==> src/rtl/mem_display_scan_if.sv <==
// Handshake-free bundle between the BRAM sequencer, the display scanner and the board pins.
interface mem_display_scan_if;
    logic [15:0] dataOutA;
    logic [15:0] dataOutB;
    logic        displaySelect;
    logic        hold;
    logic [6:0]  seg;
    logic [3:0]  an;
    logic [15:0] shownWord;
    logic        updated;
    logic        valid;

    modport master (
        output dataOutA, dataOutB, displaySelect, hold,
        input  seg, an, shownWord, updated, valid
    );

    modport slave (
        input  dataOutA, dataOutB, displaySelect, hold,
        output seg, an, shownWord, updated, valid
    );
endinterface

==> src/rtl/mem_display_scan.sv <==
// Captures a BRAM port word and scans it onto four active-low hex digits.
// Optional LEADING_ZERO_BLANK_EN blanks digits above the top nonzero nibble.
module mem_display_scan #(
    parameter int REFRESH_DIV = 50000
) (
    input logic               clk,
    input logic               rst,
    mem_display_scan_if.slave bus
);
    localparam int CW = (REFRESH_DIV > 1) ? $clog2(REFRESH_DIV) : 1;
    localparam logic [CW-1:0] DIV_LAST = CW'(REFRESH_DIV - 1);

    typedef enum logic [1:0] {DIG0, DIG1, DIG2, DIG3} dig_t;

    dig_t          digit;
    logic [CW-1:0] div_cnt;
    logic [15:0]   word;
    logic [15:0]   capture;
    logic [3:0]    nibble;
    logic [3:0]    an_lit;
    logic          blank;
    logic [6:0]    seg_q;
    logic [3:0]    an_q;
    logic          updated_q;
    logic          valid_q;

    function automatic logic [6:0] hex7(input logic [3:0] n);
        logic [6:0] s;
        unique case (n)
            4'h0: s = 7'b1000000;
            4'h1: s = 7'b1111001;
            4'h2: s = 7'b0100100;
            4'h3: s = 7'b0110000;
            4'h4: s = 7'b0011001;
            4'h5: s = 7'b0010010;
            4'h6: s = 7'b0000010;
            4'h7: s = 7'b1111000;
            4'h8: s = 7'b0000000;
            4'h9: s = 7'b0010000;
            4'hA: s = 7'b0001000;
            4'hB: s = 7'b0000011;
            4'hC: s = 7'b1000110;
            4'hD: s = 7'b0100001;
            4'hE: s = 7'b0000110;
            4'hF: s = 7'b0001110;
        endcase
        return s;
    endfunction

    assign capture = bus.displaySelect ? bus.dataOutB : bus.dataOutA;

    always_comb begin
        nibble = word[3:0];
        an_lit = 4'b1110;
        unique case (digit)
            DIG0: begin nibble = word[3:0];   an_lit = 4'b1110; end
            DIG1: begin nibble = word[7:4];   an_lit = 4'b1101; end
            DIG2: begin nibble = word[11:8];  an_lit = 4'b1011; end
            DIG3: begin nibble = word[15:12]; an_lit = 4'b0111; end
        endcase
    end

`ifdef LEADING_ZERO_BLANK_EN
    always_comb begin
        unique case (digit)
            DIG1:    blank = (word[15:4] == 12'h000);
            DIG2:    blank = (word[15:8] == 8'h00);
            DIG3:    blank = (word[15:12] == 4'h0);
            default: blank = 1'b0;
        endcase
    end
`else
    assign blank = 1'b0;
`endif

    // seg/an are built from the registered word and digit, so they trail both by one edge
    always_ff @(posedge clk or posedge rst) begin
        if (rst) begin
            word      <= 16'h0000;
            valid_q   <= 1'b0;
            updated_q <= 1'b0;
            div_cnt   <= '0;
            digit     <= DIG0;
            an_q      <= 4'b1110;
            seg_q     <= 7'b1000000;
        end else begin
            if (!bus.hold) begin
                word      <= capture;
                valid_q   <= 1'b1;
                updated_q <= (capture != word);
            end else begin
                updated_q <= 1'b0;
            end

            if (div_cnt == DIV_LAST) begin
                div_cnt <= '0;
                digit   <= dig_t'(digit + 2'd1);
            end else begin
                div_cnt <= div_cnt + 1'b1;
            end

            an_q  <= blank ? 4'b1111 : an_lit;
            seg_q <= hex7(nibble);
        end
    end

    assign bus.shownWord = word;
    assign bus.valid     = valid_q;
    assign bus.updated   = updated_q;
    assign bus.an        = an_q;
    assign bus.seg       = seg_q;
endmodule

==> src/flat_wrapper.sv <==
// flat-port wrapper written by rule: the top's interface ports become plain ports
module mem_display_scan_flat 
#(
    parameter int REFRESH_DIV = 50000
)
  (clk, rst, bus_dataOutA, bus_dataOutB, bus_displaySelect, bus_hold, bus_seg, bus_an, bus_shownWord, bus_updated, bus_valid);
  mem_display_scan_if bus_i ();
  input logic clk;
  input logic rst;
  input wire logic [$bits(bus_i.dataOutA)-1:0] bus_dataOutA;
  input wire logic [$bits(bus_i.dataOutB)-1:0] bus_dataOutB;
  input wire logic [$bits(bus_i.displaySelect)-1:0] bus_displaySelect;
  input wire logic [$bits(bus_i.hold)-1:0] bus_hold;
  output wire logic [$bits(bus_i.seg)-1:0] bus_seg;
  output wire logic [$bits(bus_i.an)-1:0] bus_an;
  output wire logic [$bits(bus_i.shownWord)-1:0] bus_shownWord;
  output wire logic [$bits(bus_i.updated)-1:0] bus_updated;
  output wire logic [$bits(bus_i.valid)-1:0] bus_valid;
  assign bus_i.dataOutA = bus_dataOutA;
  assign bus_i.dataOutB = bus_dataOutB;
  assign bus_i.displaySelect = bus_displaySelect;
  assign bus_i.hold = bus_hold;
  assign bus_seg = bus_i.seg;
  assign bus_an = bus_i.an;
  assign bus_shownWord = bus_i.shownWord;
  assign bus_updated = bus_i.updated;
  assign bus_valid = bus_i.valid;
  mem_display_scan #(.REFRESH_DIV(REFRESH_DIV)) u_core (.clk(clk), .rst(rst), .bus(bus_i));
endmodule
==> config.mk <==
export PLATFORM = sky130hd
export DESIGN_NAME = mem_display_scan_flat
export DESIGN_NICKNAME = d
export VERILOG_FILES = /design/src/rtl/mem_display_scan_if.sv /design/src/rtl/mem_display_scan.sv /design/src/flat_wrapper.sv
export SDC_FILE = /design/constraint.sdc
export NUM_CORES = 1
export LEC_CHECK = 0
export CORE_AREA = 2 2 88 90
export CTS_CLUSTER_DIAMETER = 150
export DETAILED_ROUTE_END_ITERATION = 8
export DIE_AREA = 0 0 90 92
export SYNTH_ARGS = -nofsm -noshare
export SYNTH_HDL_FRONTEND = slang
export SYNTH_SLANG_ARGS = --single-unit
==> constraint.sdc <==
create_clock -name clk -period 2.1 [get_ports clk]
set_input_delay 0.42 -clock clk [delete_from_list [all_inputs] [get_ports clk]]
set_output_delay 0.42 -clock clk [all_outputs]
set_load 0.005 [all_outputs]
# Word-level counts from Yosys, hierarchy flattened
# Memory sizes are Yosys's and may differ from the RTL's. A register that Yosys moved wholly into a read port is not among the register bits.
# Cells that the tools add are included.
[word_totals]
ff_bits = 40
mem_bits_rw = 0
mem_count = 1
word_cells = 20
out_inout_bits = 29
input_bits = 36
mem_bits_ro = 112
latch_bits = 0
[op_classes]
magnitude_cmp = 0
eq_ne = 5
multipliers = 0
add_sub_neg = 2
n_shift = 0
reduce_logical = 1
n_div = 0
bitwise_logic = 0
mux = 5
[mem_list]
columns = ["memory", "depth", "word_bits", "rd", "rd_ports_with_merged_regs", "wr", "line_no", "rtl"]
rows = [
  ["(no name shown)", 16, 7, 1, 1, 0, "mem_display_scan.sv:29", "unique case (n)"],
]
[op_table]
columns = ["operator", "count"]
rows = [
  ["2-to-1 mux 16 bit", 2],
  ["case mux 4 bit (4 select lines)", 2],
  ["adder 16 x 1 -> 16 bit, second input constant", 1],
  ["equality test 16 bit, second input constant", 1],
  ["!= test 16 bit", 1],
  ["equality test 2 bit, second input constant", 2],
  ["adder 2 x 1 -> 2 bit, second input constant", 1],
  ["equality test 2 x 1 -> 1 bit, second input constant", 1],
  ["zero test 2 bit", 1],
  ["2-to-1 mux 1 bit", 1],
]

# Longest topological paths before layout
# Gate-level depths: netlist of run 1.
[logic_depth]
ltp_word = 3
ltp_mapped = 10
depth_no_buf = 10

# Worst setup path before layout of run 1
# OpenSTA, ideal clock, no wires.
[synth_path]
path_kind = "reg2reg"
startpoint = "register u_core.digit[1]"
endpoint = "register u_core.seg_q[3] (netlist: u_core.bus.seg[3])"
path_buffers = 0
setup_time_ns = 0.138
stages_incl_launch_ff = 9
arrival_time_ns = 2.066
required_time_ns = 1.962
synth_period_minus_slack_ns = 2.204
setup_slack_ns = -0.104
cell_sequence = "dfrtp_1 inv_1 ha_1 a22oi_1 o21ai_0 mux2i_1 inv_1 ha_1 mux4_2"
[synth_between]
elab_chain_len = 2
word_cells_on_any_way = 5
cone_classes = "eq/ne: 3; mux: 1; reduce/logical: 1"
[synth_rtl]
columns = ["element", "line_no", "rtl"]
rows = [
  ["start, declared", "mem_display_scan.sv:15", "dig_t digit;"],
  ["start signal, assigned", "mem_display_scan.sv:97", "digit <= dig_t'(digit + 2'd1);"],
  ["equality test 2 bit (tied with other cells)", "mem_display_scan.sv:55", "unique case (digit)"],
  ["case mux 4 bit (4 select lines) (*)", "mem_display_scan.sv:55", ""],
  ["end, declared", "mem_display_scan.sv:22", "logic [6:0] seg_q;"],
]
# Mark *: on every way between the ends. The rest lies on a longest branch, timed or not.
# A chain may end at the register's enable or synchronous reset.

# Final worst setup path of run 1
# Same ends and word-level chain as after synthesis.

==> impl_metrics.ini, run 1 <==
[status]
outcome = finished clean

[clock_tree]
clockBufferDepth = 2
cts.clk_slew.worst_paths_ns = 0.09
cts_tree = built
cts_made_buffers = 5
hold_buffers = 0
root_buffer = clkbuf_8
clk_latency_ns = 0.31
clock_sinks = 47
htreeDepth = 2

[place]
gp_congestion = 0.8178
pre_cts_ws_ns = -0.09690
port_buffers = 64
hpwl_um = 4395

[synthesis]
synth-xor-area-share = 0.1088
synthSimpleGateAreaFrac = 0.1073
muxShareOfSynthArea = 0.1555
synth_enable_flop_cells = 0
yosysWarnings = 0
synth_cells = 226
ys.flop_type = dfrtp_1
syn_nets = 273
ys_ff_latch = 47
synth.distinct_cells = 34
synthesis.area_um2 = 2495
avgSynthCellArea_um2 = 11.04
synth-seq-area-share = 0.4734
ys_async_sr_fraction = 1.000
yosys.area_share.adder = 0.05517
synth_compound_area_frac = 0.05517
synth_top_family_by_area = multiplexers

[layout]
multiInputGateArea_um2 = 1335
nets = 372
drive_above_1_share = 0.2454
area_growth_pct = 51.05
fillerInstances = 690
seqCellArea_um2 = 1182
insertedDiodeCount = 0

[route]
via_per_inst = 4.600
routed_wirelength_um = 5774
drc_errors = 0
drt_iter0_markers = 64
postRouteAntennaNets = 0
wl_per_cell_um = 13.49
vias = 1969
first_pass_iters = 4

[floorplan]
coreArea_um2 = 7447
die_h_um = 92
die_area_um2 = 8280
rows = 32
ios = 65
fp.dieW_um = 90
initial_core_util = 0.3350

[hold_path]
hp-class = input pin to asynchronous set/reset pin

[sta]
tightest_slew_ns = 0.4946
setup_ws_ns = 0.07283
hold_violations = 0
setup_viol = 0
maxSlewViolCount = 0
clock_skew_ns = 0.008653
slew_headroom = 0.6692
fin_crit_sh = 0.9653
fmax_mhz = 493.3
fin_crit_ns = 2.027

[critical_path]
worst_setup_path_end_kind = register
critPathKind = register to register
critPathRequiredTime_ns = 2.28
critPathMaxFanout = 3
arrival_ns = 2.21
slowest_delay_ns = 0.46
worstPathCellList = buf_6, ha_4, a22oi_2, o21ai_2, mux2i_4, inv_2, ha_1, mux4_2
worstSetupStartpointType = register
cpMaxStageDelayCell = mux4_2

[grt]
grt_pass1_vias = 1996
grt_max_degree = 29
grt_pass1_wl_um = 9729
antenna_found_initial = 0
grt-ovfl-total = 0
grt_usage = 0.1452

[pwr]
total_power_mw = 2.234
irDropWorstVdd_mv = 0.2114
power.density_nw_per_um2 = 592.7
p_leak_nw = 1.620

[run]
maxCapViolCount = 0
cells in the final DEF, fill, tap and decap left out, types with 2 or more instances in the layout:
cell type,n
o21ai_0,2
nor4_1,2
mux2i_4,2
o22ai_1,3
mux2i_1,21
a222oi_1,2
clkbuf_8,7
dfrtp_1,42
nand4_1,9
buf_6,6
inv_1,15
xnor2_1,25
nor3_1,6
a21oi_1,3
buf_4,25
nor2b_1,3
clkdlybuf4s50_1,64
dfstp_2,4
o21ai_2,2
ha_4,6
buf_12,2
ha_1,5
and3_1,2
nand2_1,7
inv_2,6
xor2_1,6
mux2_2,12
a22oi_2,2
nor2_1,16
nand3_1,6
final timing paths:
path                              startpoint                 endpoint  slack (ns)  cells past startpoint
max                          u_core.digit[1]        u_core.bus.seg[3]        0.07                      8
min                                      rst  u_core.bus.shownWord[2]        0.43                      2
max reg2reg                  u_core.digit[1]        u_core.bus.seg[3]        0.07                      8
min reg2reg                u_core.div_cnt[0]        u_core.div_cnt[0]        0.48                      1
max in group asynchronous                rst          u_core.digit[0]        1.15                      3
min in group clk           u_core.div_cnt[0]        u_core.div_cnt[0]        0.48                      1
critical path, delay by kind of cell (launching register included):
kind	cells	cell delay, ns
flops	1	0.42
compound gates	2	0.23
buf+inv	2	0.21
fa+ha+maj	2	0.38
mux	2	0.67
cell type report:
cell class	count	area share
multi-input combinational	152	0.3542
sequential	47	0.3137
timing repair buffer	97	0.2483
tap	102	0.03386
clock buffer	8	0.02656
inverter	22	0.02324
synthesized netlist by cell type, types with 3 or more instances:
cell	instances	area share
dfrtp_1	43	0.43
xnor2_1	25	0.088
mux2i_1	23	0.092
inv_1	21	0.032
nor2_1	16	0.024
mux2_2	12	0.054
ha_1	11	0.055
nand4_1	9	0.023
nand2_1	7	0.011
nand3_1	6	0.012
nor3_1	6	0.012
xor2_1	6	0.021
dfstp_2	4	0.042
o21ai_0	4	0.0080
a21oi_1	3	0.0060
nor2b_1	3	0.0075
o22ai_1	3	0.0075
cells by family (layout without fill, tap and decap cells):
group	count (synthesis)	in the layout
buffers and inverters	27	127
adders and majority gates	11	11
xor gates and xnor gates	31	31
and+or+nand+nor	54	54
DFF	47	47
AOI/OAI and AO/OA	20	20
muxes	36	36
sequential cells by signal (all words and copies together), names as in the netlist:
register              count
u_core.bus.updated        1
u_core.bus.valid          1
u_core.bus.an             4
u_core.div_cnt           16
u_core.bus.seg            7
u_core.bus.shownWord     16
u_core.digit              2
power breakdown:
| group | switching, mW | total, mW | internal, mW |
|---|---|---|---|
| registers | 0.0521 | 1.03 | 0.975 |
| logic | 0.228 | 0.598 | 0.369 |
| clock network | 0.308 | 0.609 | 0.301 |
| total | 0.588 | 2.23 | 1.65 |
per-stage QoR:
| step | util | TNS [ns] | instances | hold WS, ns | area [um^2] |
|---|---|---|---|---|---|
| 6_report | 0.5060 | 0 | 428 | 0.4308 | 3769 |
| 5_1_grt | 0.5060 | -0.003317 | 428 | 0.4911 | 3769 |
| 4_1_cts | 0.4862 | 0 | 426 | 0.4425 | 3621 |
| 3_5_place_dp | 0.4682 | -0.1682 | 415 | 0.4585 | 3487 |
| 3_3_place_gp | 0.4682 | -0.1022 | 415 | 0.4669 | 3487 |
| 2_1_floorplan | - | 0 | 226 | 0.4479 | 2512 |
per-layer routing:
layer  wire length [um]  global-route usage  vias up
li1                   -                   -      975
met5                  0                   0        -
met1               2595              0.1917      940
met2               2797              0.2419       48
met3                294             0.03287        6
met4                 87             0.03846        0
timing repair:
item | 4_1_cts | 5_1_grt
resized for setup | 6 | 28
endpoints found under the hold margin | 0 | 0
gates cloned | 0 | 0
pin swaps | 0 | 5
setup endpoints to repair | 4 | 6
buffers inserted | 3 | 3
Power figures use the tool's default switching activity.
==> inputs of run 2 (changes only) <==
--- a/config.mk
+++ b/config.mk
@@ -6,6 +6,7 @@
 export NUM_CORES = 1
 export LEC_CHECK = 0
 export CORE_AREA = 2 2 88 90
+export CTS_BUF_LIST = sky130_fd_sc_hd__clkbuf_8
 export CTS_CLUSTER_DIAMETER = 150
 export DETAILED_ROUTE_END_ITERATION = 8
 export DIE_AREA = 0 0 90 92
==> run 2 against run 1 <==
  * Setup slack about the same
  * Hold slack worse by 0.0018 ns
  * Combinational power about the same
  * Critical endpoint unchanged
==> impl_metrics.ini, run 2 (same netlist as run 1, synthesis figures left out) <==
[critical_path]
critPathRequiredTime_ns = 2.28
worstSetupStartpointType = register
critPathMaxFanout = 3
worst_setup_path_end_kind = register
arrival_ns = 2.21
critPathLaunch = u_core.digit[1]
rr_startpoint = u_core.digit[1]
critPathKind = register to register
slowest_delay_ns = 0.46
worstPathCellList = buf_6, ha_4, a22oi_2, o21ai_2, mux2i_4, inv_2, ha_1, mux4_2
cpMaxStageDelayCell = mux4_2

[grt]
grt_usage = 0.1452
grt-ovfl-total = 0
grt_pass1_vias = 1996
grt_pass1_wl_um = 9729
grt_max_degree = 29
antenna_found_initial = 0

[route]
drc_errors = 0
via_per_inst = 4.591
wl_per_cell_um = 13.50
first_pass_iters = 4
postRouteAntennaNets = 0
routed_wirelength_um = 5780
vias = 1965
drt_iter0_markers = 64

[clock_tree]
hold_buffers = 0
root_buffer = clkbuf_8
cts.clk_slew.worst_paths_ns = 0.09
clockBufferDepth = 2
clock_sinks = 47
cts_tree = built
clk_latency_ns = 0.31
htreeDepth = 2
cts_made_buffers = 5

[floorplan]
ios = 65
die_h_um = 92
initial_core_util = 0.3350
rows = 32
coreArea_um2 = 7447
die_area_um2 = 8280
fp.dieW_um = 90

[layout]
layout_common_cells = clkdlybuf4s50_1 (64), dfrtp_1 (42), xnor2_1 (25), buf_4 (25), mux2i_1 (21)
insertedDiodeCount = 0
nets = 372
drive_above_1_share = 0.2454
final_common_cell = clkdlybuf4s50_1
area_growth_pct = 51.05

[pwr]
irDropWorstVdd_mv = 0.2116
total_power_mw = 2.231
power.density_nw_per_um2 = 592.0
p_leak_nw = 1.624

[sta]
fin_crit_ns = 2.027
tns_ns = 0
hold_slack_ns = 0.4289
fmax_mhz = 493.3
slew_headroom = 0.6682
clock_skew_ns = 0.009815
fin_crit_sh = 0.9653
hold_violations = 0
maxSlewViolCount = 0
setup_viol = 0
tightest_slew_ns = 0.4961

[place]
gp_congestion = 0.8178
port_buffers = 64
hpwl_um = 4395

[hold_path]
hp-class = input pin to asynchronous set/reset pin

[status]
outcome = finished clean

[run]
maxCapViolCount = 0
[run 2: cell types whose count changed in the layout (fill, tap and decap cells not counted), sizes merged]
cell / previous run / this run
clkbuf: 8 / 7
inv: 21 / 22
[run 2: path summary, 6_finish.rpt]
kind / depth (start not counted) / endpoint / slack [ns]
max: 8 / u_core.bus.seg[3] / 0.07
min reg2reg: 1 / u_core.div_cnt[0] / 0.48
min: 2 / u_core.bus.shownWord[2] / 0.43
max reg2reg: 8 / u_core.bus.seg[3] / 0.07
min in group clk: 1 / u_core.div_cnt[0] / 0.48
max in group asynchronous: 3 / u_core.digit[0] / 1.15
[run 2: report_power, final]
group	switching [mW]	leakage, nW	internal (mW)	total (mW)
Combinational	0.229	0.995	0.369	0.598
Sequential	0.0521	0.573	0.975	1.03
Clock	0.309	0.0557	0.296	0.606
Total	0.590	1.62	1.64	2.23
[run 2: what timing repair did]
action | in CTS | in global routing
setup endpoints to repair | 4 | 6
pin swaps | 0 | 5
gates resized for setup | 6 | 28
setup buffers | 3 | 3
[run 2: worst max-delay path: cells and delay by family (launching register included)]
family | cells | cell delay, ns
muxes | 2 | 0.67
DFF | 1 | 0.42
adders and majority gates | 2 | 0.38
AOI/OAI and AO/OA | 2 | 0.23
buffers and inverters | 2 | 0.21
[run 2: area by class of cell]
cell class,instances,area [um^2]
Fill cell,690,3679
Multi-Input combinational cell,152,1335
Sequential cell,47,1182
Timing Repair Buffer,97,935.9
Tap cell,102,127.6
Clock buffer,7,96.34
Inverter,22,87.58
Clock inverter,1,3.754
[run 2: per-stage QoR]
stage	util	area, um^2	setup WS [ns]	instances
finish	0.5060	3769	0.07287	428
detailed placement	0.4682	3487	-0.09690	415
CTS	0.4862	3621	0.006330	426
global placement	0.4682	3487	-0.08536	415
floorplan	-	2512	0.005198	226
global route	0.5060	3769	-0.003317	428
[run 2: layer usage]
| metal | global-route usage | routed length [um] | vias up |
|---|---|---|---|
| met5 | 0 | 0 | - |
| met4 | 0.03846 | 87 | 0 |
| met3 | 0.03287 | 289 | 6 |
| met2 | 0.2419 | 2807 | 46 |
| met1 | 0.1917 | 2595 | 938 |
| li1 | - | - | 975 |
